## src/rtl/ahb_pkg.sv

```systemverilog
// Shared definitions for the AHB slave interface: bus codes, FSM states and
// the address map of the three backend regions.
package ahb_pkg;

  typedef enum logic [1:0] {
    HTRANS_IDLE   = 2'b00,
    HTRANS_BUSY   = 2'b01,
    HTRANS_NONSEQ = 2'b10,
    HTRANS_SEQ    = 2'b11
  } htrans_e;

  typedef enum logic [1:0] {
    HRESP_OKAY  = 2'b00,
    HRESP_ERROR = 2'b01
  } hresp_e;

  typedef enum logic [2:0] {
    ST_IDLE,
    ST_DATA,
    ST_ACCESS,
    ST_ERR1,
    ST_ERR2
  } state_e;

  // Whole decoded window; the top 16 MB slice of it has no backend.
  localparam logic [31:0] AHB_BASE  = 32'h8000_0000;
  localparam logic [31:0] AHB_LIMIT = 32'h83FF_FFFF;

  localparam int unsigned NUM_REGIONS = 3;

  localparam logic [NUM_REGIONS-1:0][31:0] REGION_BASE = {
    32'h8200_0000, 32'h8100_0000, 32'h8000_0000
  };
  localparam logic [NUM_REGIONS-1:0][31:0] REGION_LIMIT = {
    32'h82FF_FFFF, 32'h81FF_FFFF, 32'h80FF_FFFF
  };

endpackage

```

## src/rtl/ahb_addr_decode.sv

```systemverilog
// Combinational region decode: one-hot backend select plus window checks.
module ahb_addr_decode
  import ahb_pkg::*;
(
  input  logic [31:0] Haddr,
  output logic [2:0]  sel,
  output logic        mapped,
  output logic        in_range
);

  always_comb begin
    sel = '0;
    for (int unsigned i = 0; i < NUM_REGIONS; i++) begin
      sel[i] = (Haddr >= REGION_BASE[i]) && (Haddr <= REGION_LIMIT[i]);
    end
    in_range = (Haddr >= AHB_BASE) && (Haddr <= AHB_LIMIT);
    mapped   = |sel;
  end

endmodule

```

## src/rtl/ahb_slave_if.sv

```systemverilog
// AHB slave front end bridging single transfers to a simple req/ack backend;
// unmapped addresses inside the window get a two-cycle ERROR response.
module ahb_slave_if
  import ahb_pkg::*;
(
  input  logic        Hclk,
  input  logic        Hresetn,
  input  logic        Hwrite,
  input  logic        Hreadyin,
  input  logic [1:0]  Htrans,
  input  logic [31:0] Haddr,
  input  logic [31:0] Hwdata,
  output logic [31:0] Hrdata,
  output logic        Hreadyout,
  output logic [1:0]  Hresp,
  output logic        bk_req,
  output logic        bk_write,
  output logic [31:0] bk_addr,
  output logic [31:0] bk_wdata,
  output logic [2:0]  bk_sel,
  input  logic        bk_ack,
  input  logic [31:0] bk_rdata
);

  state_e      r_state;
  state_e      w_next;

  logic [2:0]  w_sel;
  logic        w_mapped;
  logic        w_in_range;
  logic        w_valid;
  logic        w_take;

  logic [31:0] r_hrdata;
  logic        r_bk_write;
  logic [31:0] r_bk_addr;
  logic [31:0] r_bk_wdata;
  logic [2:0]  r_bk_sel;

  ahb_addr_decode u_decode (
    .Haddr    (Haddr),
    .sel      (w_sel),
    .mapped   (w_mapped),
    .in_range (w_in_range)
  );

  assign w_valid = Hreadyin && w_in_range &&
                   ((Htrans == HTRANS_NONSEQ) || (Htrans == HTRANS_SEQ));

  // ERR2 drives Hreadyout=1, so it samples address phases exactly like IDLE.
  assign w_take = w_valid && w_mapped &&
                  ((r_state == ST_IDLE) || (r_state == ST_ERR2));

  always_ff @(posedge Hclk or negedge Hresetn) begin
    if (!Hresetn) begin
      r_state <= ST_IDLE;
    end else begin
      r_state <= w_next;
    end
  end

  always_comb begin
    w_next    = r_state;
    Hreadyout = 1'b1;
    Hresp     = HRESP_OKAY;
    bk_req    = 1'b0;
    unique case (r_state)
      ST_IDLE, ST_ERR2: begin
        if (r_state == ST_ERR2) Hresp = HRESP_ERROR;
        if (w_valid) w_next = w_mapped ? ST_DATA : ST_ERR1;
        else         w_next = ST_IDLE;
      end
      ST_DATA: begin
        Hreadyout = 1'b0;
        w_next    = ST_ACCESS;
      end
      ST_ACCESS: begin
        Hreadyout = 1'b0;
        bk_req    = 1'b1;
        if (bk_ack) w_next = ST_IDLE;
      end
      ST_ERR1: begin
        Hreadyout = 1'b0;
        Hresp     = HRESP_ERROR;
        w_next    = ST_ERR2;
      end
      default: begin
        w_next = ST_IDLE;
      end
    endcase
  end

  always_ff @(posedge Hclk or negedge Hresetn) begin
    if (!Hresetn) begin
      r_hrdata   <= '0;
      r_bk_write <= 1'b0;
      r_bk_addr  <= '0;
      r_bk_wdata <= '0;
      r_bk_sel   <= '0;
    end else begin
      if (w_take) begin
        r_bk_addr  <= Haddr;
        r_bk_write <= Hwrite;
        r_bk_sel   <= w_sel;
      end
      if ((r_state == ST_DATA) && r_bk_write) begin
        r_bk_wdata <= Hwdata;
      end
      if ((r_state == ST_ACCESS) && bk_ack && !r_bk_write) begin
        r_hrdata <= bk_rdata;
      end
    end
  end

  assign Hrdata   = r_hrdata;
  assign bk_write = r_bk_write;
  assign bk_addr  = r_bk_addr;
  assign bk_wdata = r_bk_wdata;
  assign bk_sel   = r_bk_sel;

endmodule
```

## config.mk

```make
export PLATFORM = sky130hd
export DESIGN_NAME = ahb_slave_if
export DESIGN_NICKNAME = d
export VERILOG_FILES = /design/src/rtl/ahb_pkg.sv /design/src/rtl/ahb_addr_decode.sv /design/src/rtl/ahb_slave_if.sv
export SDC_FILE = /design/constraint.sdc
export NUM_CORES = 1
export LEC_CHECK = 0
export ABC_AREA = 1
export BUFFER_PORTS_ARGS = -buffer_cell sky130_fd_sc_hd__buf_4
export CELL_PAD_IN_SITES_DETAIL_PLACEMENT = 0
export CELL_PAD_IN_SITES_GLOBAL_PLACEMENT = 2
export CORE_MARGIN = 8
export CORE_UTILIZATION = 25
export CTS_CLUSTER_DIAMETER = 150
export DETAILED_ROUTE_END_ITERATION = 7
export GPL_TIMING_DRIVEN = 0
export PLACE_DENSITY_LB_ADDON = 0.1
export SLEW_MARGIN = 20
export SYNTH_ARGS = -nofsm -noshare
export SYNTH_HDL_FRONTEND = slang
export SYNTH_HIERARCHICAL = 1
export SYNTH_SLANG_ARGS = --single-unit
```

## constraint.sdc

```tcl
create_clock -name Hclk -period 1.55 [get_ports Hclk]
set_input_delay 0.0775 -clock Hclk [delete_from_list [all_inputs] [get_ports Hclk]]
set_output_delay 0.0775 -clock Hclk [all_outputs]
set_load 0.005 [all_outputs]
```

==> results of run 1 <==
cells by family (layout without fill, tap and decap cells):
family,Yosys count,count (layout)
AND/OR/NAND/NOR,333,333
flip-flops,103,103
buffers and inverters,55,375
other,1,1
AO/OA/AOI/OAI,1,1
how the worst min path moves through the flow:
stage / endpoint / cells past startpoint / startpoint / slack (ps)
floorplan: Hrdata[0] / 0 / Hresetn / -220
global placement: Hrdata[27] / 3 / bk_rdata[27] / 310
detailed placement: Hrdata[21] / 1 / Hresetn / 10
CTS: bk_wdata[9] / 3 / Hwdata[9] / 0.6
global route: bk_wdata[10] / 3 / Hwdata[10] / 7
finish: bk_wdata[9] / 3 / Hwdata[9] / 10
layer usage:
layer / share of wire, % / global-route usage, % / vias to the layer above
met5: 0 / 0 / -
met4: 1.8 / 5.51 / 0
met3: 7.4 / 4.74 / 18
met2: 48 / 24.4 / 148
met1: 43 / 17.1 / 2176
li1: - / - / 2251
Yosys cell counts, drive strengths merged:
| library cell | instances |
|---|---|
| nor3b | 1 |
| dfrtp | 103 |
| buf | 26 |
| nand3b | 1 |
| nor3 | 1 |
| clkbuf | 12 |
| nand3 | 37 |
| inv | 17 |
| conb | 1 |
| nand2 | 216 |
| nand4 | 68 |
| o21ai | 1 |
| nor2 | 9 |
area by class of cell:
cell class | instances | area, sq um
Clock buffer | 11 | 243
Multi-Input combinational cell | 335 | 1540
Timing Repair Buffer | 306 | 2560
Buffer | 37 | 193
Tap cell | 225 | 282
Fill cell | 1727 | 9650
Sequential cell | 103 | 2580
Clock inverter | 4 | 70.1
Inverter | 17 | 63.8
power breakdown:
part | switching, mW | internal, mW
clock network | 1.03 | 1.45
logic | 0.427 | 0.678
registers | 0.126 | 2.90
per-stage QoR:
step	power, mW	setup slack [ps]	cells	setup TNS, ps	utilization (%)
floorplan	3.29	353	493	0	-
global placement	3.99	-70.8	922	-1730	35.9
detailed placement	4.01	-77.0	923	-1910	36.1
CTS	6.72	24.1	1038	0	43.8
global route	6.95	-9.81	1038	-31.5	43.8
finish	6.61	105	1038	0	43.8
worst max-delay path, stage by stage (launching register included):
cell and delay, ps:
dfrtp_1 420, inv_2 80, nand2_1 80, nor2_4 140, buf_4 180, buf_4 120
flip-flops by register name, summed over array words and instances (netlist names):
| register | cells |
|---|---|
| bk_write | 1 |
| bk_sel | 3 |
| r_state | 3 |
| bk_wdata | 32 |
| Hrdata | 32 |
| bk_addr | 32 |
what timing repair did:
action / 4_1_cts / 5_1_grt
gates resized for setup: 6 / 9
hold buffers: 95 / 0
pin swaps: 2 / 0
setup endpoints to repair: 3 / 37
hold endpoints to repair: 130 / 0
setup buffers: 5 / 1
==> flow_metrics.tcl, run 1 <==
set metrics [dict create \
    hp-class "input port to register" \
    synth_top_area_cell "dfrtp_1" \
    gr-usage-all-layers_pct 14.6 \
    cap_viol_max_count 0 \
    synthXorXnorAreaFrac_pct 0 \
    clock_tree.htree_level_count 3 \
    grt_pass1_wl_um 25700 \
    crit_arrival_ps 1370 \
    place_congestion 0.729 \
    cts_buffers 9 \
    setup_violations 0 \
    nets 912 \
    synthCells 493 \
    clk_pin_slew_ps 70 \
    clock_latency_ps 350 \
    core.rowCount 48 \
    coreArea_sq_um 17200 \
    p_leak_nw 3.94 \
    synth_cell_type_count 20 \
    drt_iter0_markers 176 \
    ys_top_cells_by_area "dfrtp_1 59%, nand2_1 18%, nand4_1 9.8%" \
    clock_tree.root_cell "clkbuf_16" \
    cts_tree "built" \
    cp_max_fo 10 \
    synth_top_family_by_area "simple AND/OR/NAND/NOR gates" \
    antenna_cells 0 \
    crit_path_end_kind "output port" \
    status "finished clean" \
    syn_to_final_growth_pct 72.8 \
    die_h_um 148 \
    fin_worst_skew_ps 8.44 \
    final_cell_mix "213 x nand2_1, 213 x buf_4, 102 x dfrtp_1" \
    synthMuxAreaShare_pct 0 \
    postSynthRegisterBits 103 \
    ios 207 \
    drt-total-wl_um 16000 \
    yosysWarnings 6 \
    grt_max_degree 67 \
    rrSetupSlack_ps 120 \
    drive_above_1_share_pct 33.1 \
    startpoint "r_state[2]" \
    cts.sinks 103 \
    yosysSeqAreaShare_pct 59.2 \
    timing.rr.start "r_state[2]" \
    wl_per_cell_um 15.4 \
    min_period_over_period_pct 93.3 \
    place_area_sq_um 6200 \
    path_class "register to output port" \
    worstPathRequired_ps 1470 \
    period_needed_ps 1450 \
    worst_ir_drop_vdd_mv 0.516 \
    grt_antenna_before_repair 0 \
    dp_hpwl_um 11400 \
    dieArea_sq_um 21900 \
    route.vias.total 4593 \
    first_pass_iters 6 \
    cp-start-kind "register" \
    fmax_mhz 692 \
    timing.rr.end "Hrdata[7]" \
    whs_ps 12.5 \
    synth-compound-area-share_pct 0.115 \
    fin_area_sq_um 7530 \
    viasPerCell 4.42 \
    io_buffers 204 \
    drt.antenna.violating_nets 0 \
    hold_violations 0 \
    synth_top_area_share_pct 59.2 \
    r2r_cells 8 \
    rsz0062_at_grt "true" \
    p_per_area_nw_per_um2 878 \
    grt_pass1_vias 4829 \
    endpoint "bk_req" \
    synthesis.nets 596 \
    yosys.area_share.adder_pct 0 \
    netlist_area_sq_um 4360 \
    drv_slew 0 \
    start_util_pct 25.4 \
    synth-simple-area-share_pct 35.0 \
    route.detailed.drc 0 \
    avgSynthCellArea_sq_um 8.84 \
    clock_path_buffers 2 \
    grt_overflow 0 \
    die-width_um 148 \
]
Note: power is estimated with default switching activity, not from simulation.
==> run 2, diff against run 1 <==
==> constraint.sdc (replaced) <==
create_clock -name Hclk -period 1.55 [get_ports Hclk]
set_input_delay 0.155 -clock Hclk [delete_from_list [all_inputs] [get_ports Hclk]]
set_output_delay 0.155 -clock Hclk [all_outputs]
set_load 0.005 [all_outputs]
==> flow_metrics.tcl, run 2 (synthesis results as in run 1) <==
set metrics [dict create \
    status "finished clean" \
    cts_tree "built" \
    route.vias.total 4204 \
    crit_path_max_incr_delay_ps 450 \
    place_congestion 0.729 \
    grt_pass1_vias 4359 \
    p_leak_nw 3.55 \
    worst_ir_drop_vdd_mv 0.514 \
    io_buffers 204 \
    clock_latency_ps 350 \
    period_needed_ps 1500 \
    place_area_sq_um 6200 \
    min_period_over_period_pct 96.7 \
    rsz0062_at_grt "true" \
    setup_violations 0 \
    p_clk_share_pct 38.4 \
    hp-class "input port to register" \
    ios 207 \
    setup_slack_ps 51.6 \
    p_per_area_nw_per_um2 971 \
    route.detailed.drc 0 \
    min_to "Hrdata[22]" \
    cp_slowest_cell "dfrtp_2" \
    fin_tns_setup_ps 0 \
    syn_to_final_growth_pct 51.3 \
    hold_depth 3 \
    antenna_cells 0 \
    crit_family "flip-flops" \
    core.rowCount 48 \
    fin_worst_skew_ps 5.71 \
    timing.rr.start "r_state[1]" \
    r2r_cells 5 \
    power_switching_mw 1.52 \
    cp_max_fo 3 \
    cap_viol_max_count 0 \
    drive_above_1_share_pct 37.6 \
    dp_slack_ps -154 \
    rrSetupSlack_ps 130 \
    grt_antenna_before_repair 0 \
    final_cell_mix "212 x nand2_1, 212 x buf_4, 102 x dfrtp_1" \
    clk_pin_slew_ps 70 \
    grt_overflow 0 \
    clock_tree.root_cell "clkbuf_16" \
    drt-total-wl_um 15200 \
    hold_path.startpoint "bk_rdata[22]" \
    grt_max_degree 67 \
    wl_per_cell_um 16.1 \
    grt_pass1_wl_um 24000 \
    drv_slew 0 \
    fmax_mhz 667 \
    drt_iter0_markers 143 \
    fin_area_sq_um 6590 \
    power_frac_seq_pct 47.4 \
    final_util_pct 38.4 \
    timing.rr.end "bk_wdata[8]" \
    clock_tree.htree_level_count 3 \
    path_class "register to output port" \
    cp-start-kind "register" \
    first_pass_iters 6 \
    viasPerCell 4.45 \
    drt.antenna.violating_nets 0 \
    nets 818 \
    switching_share_pct 23.8 \
    multi_input_area_sq_um 1540 \
    path_buf_inv 3 \
    worstPathRequired_ps 1390 \
    dp_hpwl_um 11400 \
    crit_path_end_kind "output port" \
    cts_buffers 9 \
    start_util_pct 25.4 \
    gr-usage-all-layers_pct 13.8 \
    hold_violations 0 \
    seq_area_sq_um 2580 \
    die-width_um 148 \
    cts.sinks 103 \
    p_int_mw 4.88 \
    dieArea_sq_um 21900 \
    crit_path_cell_trace "nor2_4 -> buf_6 -> inv_1 -> o21ai_1 -> buf_4" \
    die_h_um 148 \
    coreArea_sq_um 17200 \
    crit_arrival_ps 1340 \
    fillCellCount 1820 \
    clock_path_buffers 2 \
    power_frac_comb_pct 14.2 \
]
[run 2: cell types whose count changed in the layout (fill, tap and decap cells not counted)]
cell	before	now
dlygate4sd3_1	95	1
buf_2	18	19
buf_4	213	212
buf_6	2	3
clkbuf_4	1	0
nand2_1	213	212
nand2_2	3	4
[run 2: through the flow]
| step | hold WS, ps | total power, mW | instances |
|---|---|---|---|
| 2_1_floorplan | -141 | 3.29 | 493 |
| 3_3_place_gp | 385 | 3.99 | 922 |
| 3_5_place_dp | 91.6 | 4.01 | 923 |
| 4_1_cts | 21.5 | 6.53 | 942 |
| 5_1_grt | 29.7 | 6.74 | 944 |
| 6_report | 38.4 | 6.40 | 944 |
[run 2: per-layer routing]
metal | global-route usage (%) | share of wire (%) | vias up | wire length [um]
met1 | 16.5 | 43 | 1992 | 6480
met3 | 5.14 | 8.4 | 17 | 1280
met5 | 0 | 0 | - | 0
li1 | - | - | 2062 | -
met2 | 22.3 | 47 | 133 | 7180
met4 | 5.30 | 1.7 | 0 | 261
[run 2: cell type report]
class | instances | area share [%]
sequential | 103 | 39.1
tap | 225 | 4.27
clock buffer | 11 | 3.68
clock inverter | 4 | 1.06
multi-input combinational | 335 | 23.4
buffer | 38 | 3.06
timing repair buffer | 211 | 24.4
inverter | 17 | 0.968
[run 2: tightest hold or removal path, stage by stage]
cell	delay [ps]
buf_4	80
nand3_1	60
nand2_1	60
[run 2: worst max path at each step]
stage / start / endpoint / cells past startpoint
after floorplan: Haddr[28] / bk_addr[10] / 9
after detailed placement: Haddr[28] / bk_addr[25] / 10
after global placement: Haddr[28] / bk_addr[13] / 10
after CTS: r_state[0] / Hresp[0] / 5
final: r_state[0] / Hresp[0] / 5
after global routing: r_state[1] / Hresp[0] / 5
[run 2: timing repair]
action | 4_1_cts | 5_1_grt
hold buffers | 1 | 0
buffers inserted | 3 | 2
pin swaps | 2 | 0
cloned | 0 | 0
gates resized for setup | 6 | 12
endpoints found under the setup margin | 3 | 47
endpoints found under the hold margin | 37 | 0
[run 2: power groups by stage]
stage | Combinational, mW | Clock [mW] | Sequential, mW
6_report | 0.909 | 2.46 | 3.03
5_1_grt | 1.01 | 2.68 | 3.05
4_1_cts | 0.934 | 2.56 | 3.03
3_5_place_dp | 0.928 | 0 | 3.08
3_3_place_gp | 0.908 | 0 | 3.08
2_1_floorplan | 0.209 | 0 | 3.09
==> run 3, diff against run 2 <==
CELL_PAD_IN_SITES_DETAIL_PLACEMENT = unset   (was 0)
CELL_PAD_IN_SITES_GLOBAL_PLACEMENT = unset   (was 2)
CORE_UTILIZATION = 46   (was 25)
PLACE_DENSITY = 0.76   (was unset)
PLACE_DENSITY_LB_ADDON = unset   (was 0.1)
==> flow_metrics.tcl, run 3 (synthesis results as in run 1) <==
set metrics [dict create \
    p_clk_share_pct 30.8 \
    r2r_cells 8 \
    die-width_um 113 \
    wl_per_cell_um 16.2 \
    fmax_mhz 667 \
    slew_headroom_pct 36.2 \
    dieArea_sq_um 12800 \
    cts_tree "built" \
    worstMarginPinSlew_ps 957 \
    route.detailed.drc 0 \
    die_h_um 113 \
    p_leak_nw 3.50 \
    setup_violations 0 \
    fin_worst_skew_ps 12.5 \
    cts.sinks 103 \
    io_buffers 204 \
    grt_max_degree 104 \
    gr-usage-all-layers_pct 20.6 \
    hold_path.startpoint "bk_rdata[28]" \
    core.rowCount 35 \
    cp-start-kind "register" \
    nets 821 \
    worst_ir_drop_vdd_mv 0.464 \
    cp_slowest_cell "dfrtp_1" \
    timing.rr.start "r_state[2]" \
    crit_arrival_ps 1340 \
    crit_path_max_incr_delay_ps 430 \
    final_common_cell "buf_4" \
    power_switching_mw 1.46 \
    min_to "Hrdata[28]" \
    rsz0062_at_grt "true" \
    hold_violations 0 \
    grt_overflow 0 \
    switching_share_pct 25.7 \
    cp_max_fo 6 \
    fin_tns_setup_ps 0 \
    period_needed_ps 1500 \
    place_area_sq_um 6030 \
    drv_slew 0 \
    drt.antenna.violating_nets 0 \
    viasPerCell 5.14 \
    clock_tree.htree_level_count 3 \
    start_util_pct 47.4 \
    clock_latency_ps 370 \
    grt_pass1_wl_um 21400 \
    ios 207 \
    p_per_area_nw_per_um2 894 \
    whs_ps 8.64 \
    dp_hpwl_um 10200 \
    cap_viol_max_count 0 \
    timing.rr.end "Hrdata[17]" \
    fin_area_sq_um 6350 \
    p_int_mw 4.22 \
    grt_antenna_before_repair 0 \
    seq_area_sq_um 2580 \
    path_class "register to output port" \
    coreArea_sq_um 9200 \
    syn_to_final_growth_pct 45.7 \
    dp_slack_ps -82.3 \
    final_util_pct 69.0 \
    worstPathRequired_ps 1390 \
    power_frac_seq_pct 53.4 \
    clock_path_buffers 2 \
    final_cell_mix "218 x buf_4, 212 x nand2_1, 102 x dfrtp_1" \
    place_congestion 0.782 \
    power_frac_comb_pct 15.9 \
    route.vias.total 4289 \
    hp-class "input port to register" \
    fillCellCount 755 \
    antenna_cells 0 \
    status "finished clean" \
    setup_slack_ps 50.6 \
    cts_buffers 9 \
    clk_pin_slew_ps 100 \
    grt_pass1_vias 4211 \
    crit_path_cell_trace "inv_2 -> nand2_1 -> nor2_4 -> buf_6 -> buf_4" \
    drt-total-wl_um 13500 \
    hold_depth 3 \
    drt_iter0_markers 380 \
    first_pass_iters 5 \
    multi_input_area_sq_um 1550 \
    clock_tree.root_cell "clkbuf_8" \
    drive_above_1_share_pct 37.6 \
    min_period_over_period_pct 96.7 \
    rrSetupSlack_ps 120 \
    crit_path_end_kind "output port" \
]
-- run 3: worst max path at each step --
stage               depth (start not counted)           to       start  slack (ps)
floorplan                                   9  bk_addr[10]   Haddr[28]         310
global placement                           10   bk_addr[7]   Haddr[28]         -40
detailed placement                         10  bk_addr[28]   Haddr[28]         -80
CTS                                         6     Hresp[0]  r_state[0]         -40
finish                                      5       bk_req  r_state[2]          50
global route                                5     Hresp[0]  r_state[0]         -30
-- run 3: metal layers --
layer,global-route usage [%],wire [um],vias to the layer above
li1,-,-,2064
met1,25.4,5510,2021
met2,32.0,6420,187
met3,8.41,1390,17
met4,7.02,209,0
met5,0,0,-
-- run 3: area by class of cell --
cell class                      instances  area share [%]
Tap cell                              111            2.19
Clock buffer                           10            2.17
Timing Repair Buffer                  214            25.4
Sequential cell                       103            40.6
Clock inverter                          6            1.06
Buffer                                 38            3.17
Inverter                               17            1.01
Multi-Input combinational cell        335            24.3
-- run 3: power groups by stage --
stage / combinational, mW / sequential [mW] / clock, mW
2_1_floorplan: 0.209 / 3.09 / 0
3_3_place_gp: 0.888 / 3.07 / 0
3_5_place_dp: 0.906 / 3.08 / 0
4_1_cts: 0.914 / 3.03 / 1.79
5_1_grt: 1.01 / 3.06 / 1.89
6_report: 0.901 / 3.03 / 1.75
-- run 3: metrics by stage --
stage / cells / power (mW)
floorplan: 493 / 3.29
global placement: 808 / 3.96
detailed placement: 808 / 3.99
CTS: 829 / 5.73
global route: 834 / 5.96
finish: 834 / 5.68
-- run 3: critical path, delay by kind of cell (launching register included) --
family	cells	cell delay (ps)
DFF	1	430
buffers and inverters	3	330
and+or+nand+nor	2	220
-- run 3: timing repair --
item	in CTS	in global routing
hold buffers	1	0
pin swaps	2	2
resized for setup	6	9
endpoints found under the setup margin	3	9
buffers inserted	4	5
hold endpoints to repair	103	0
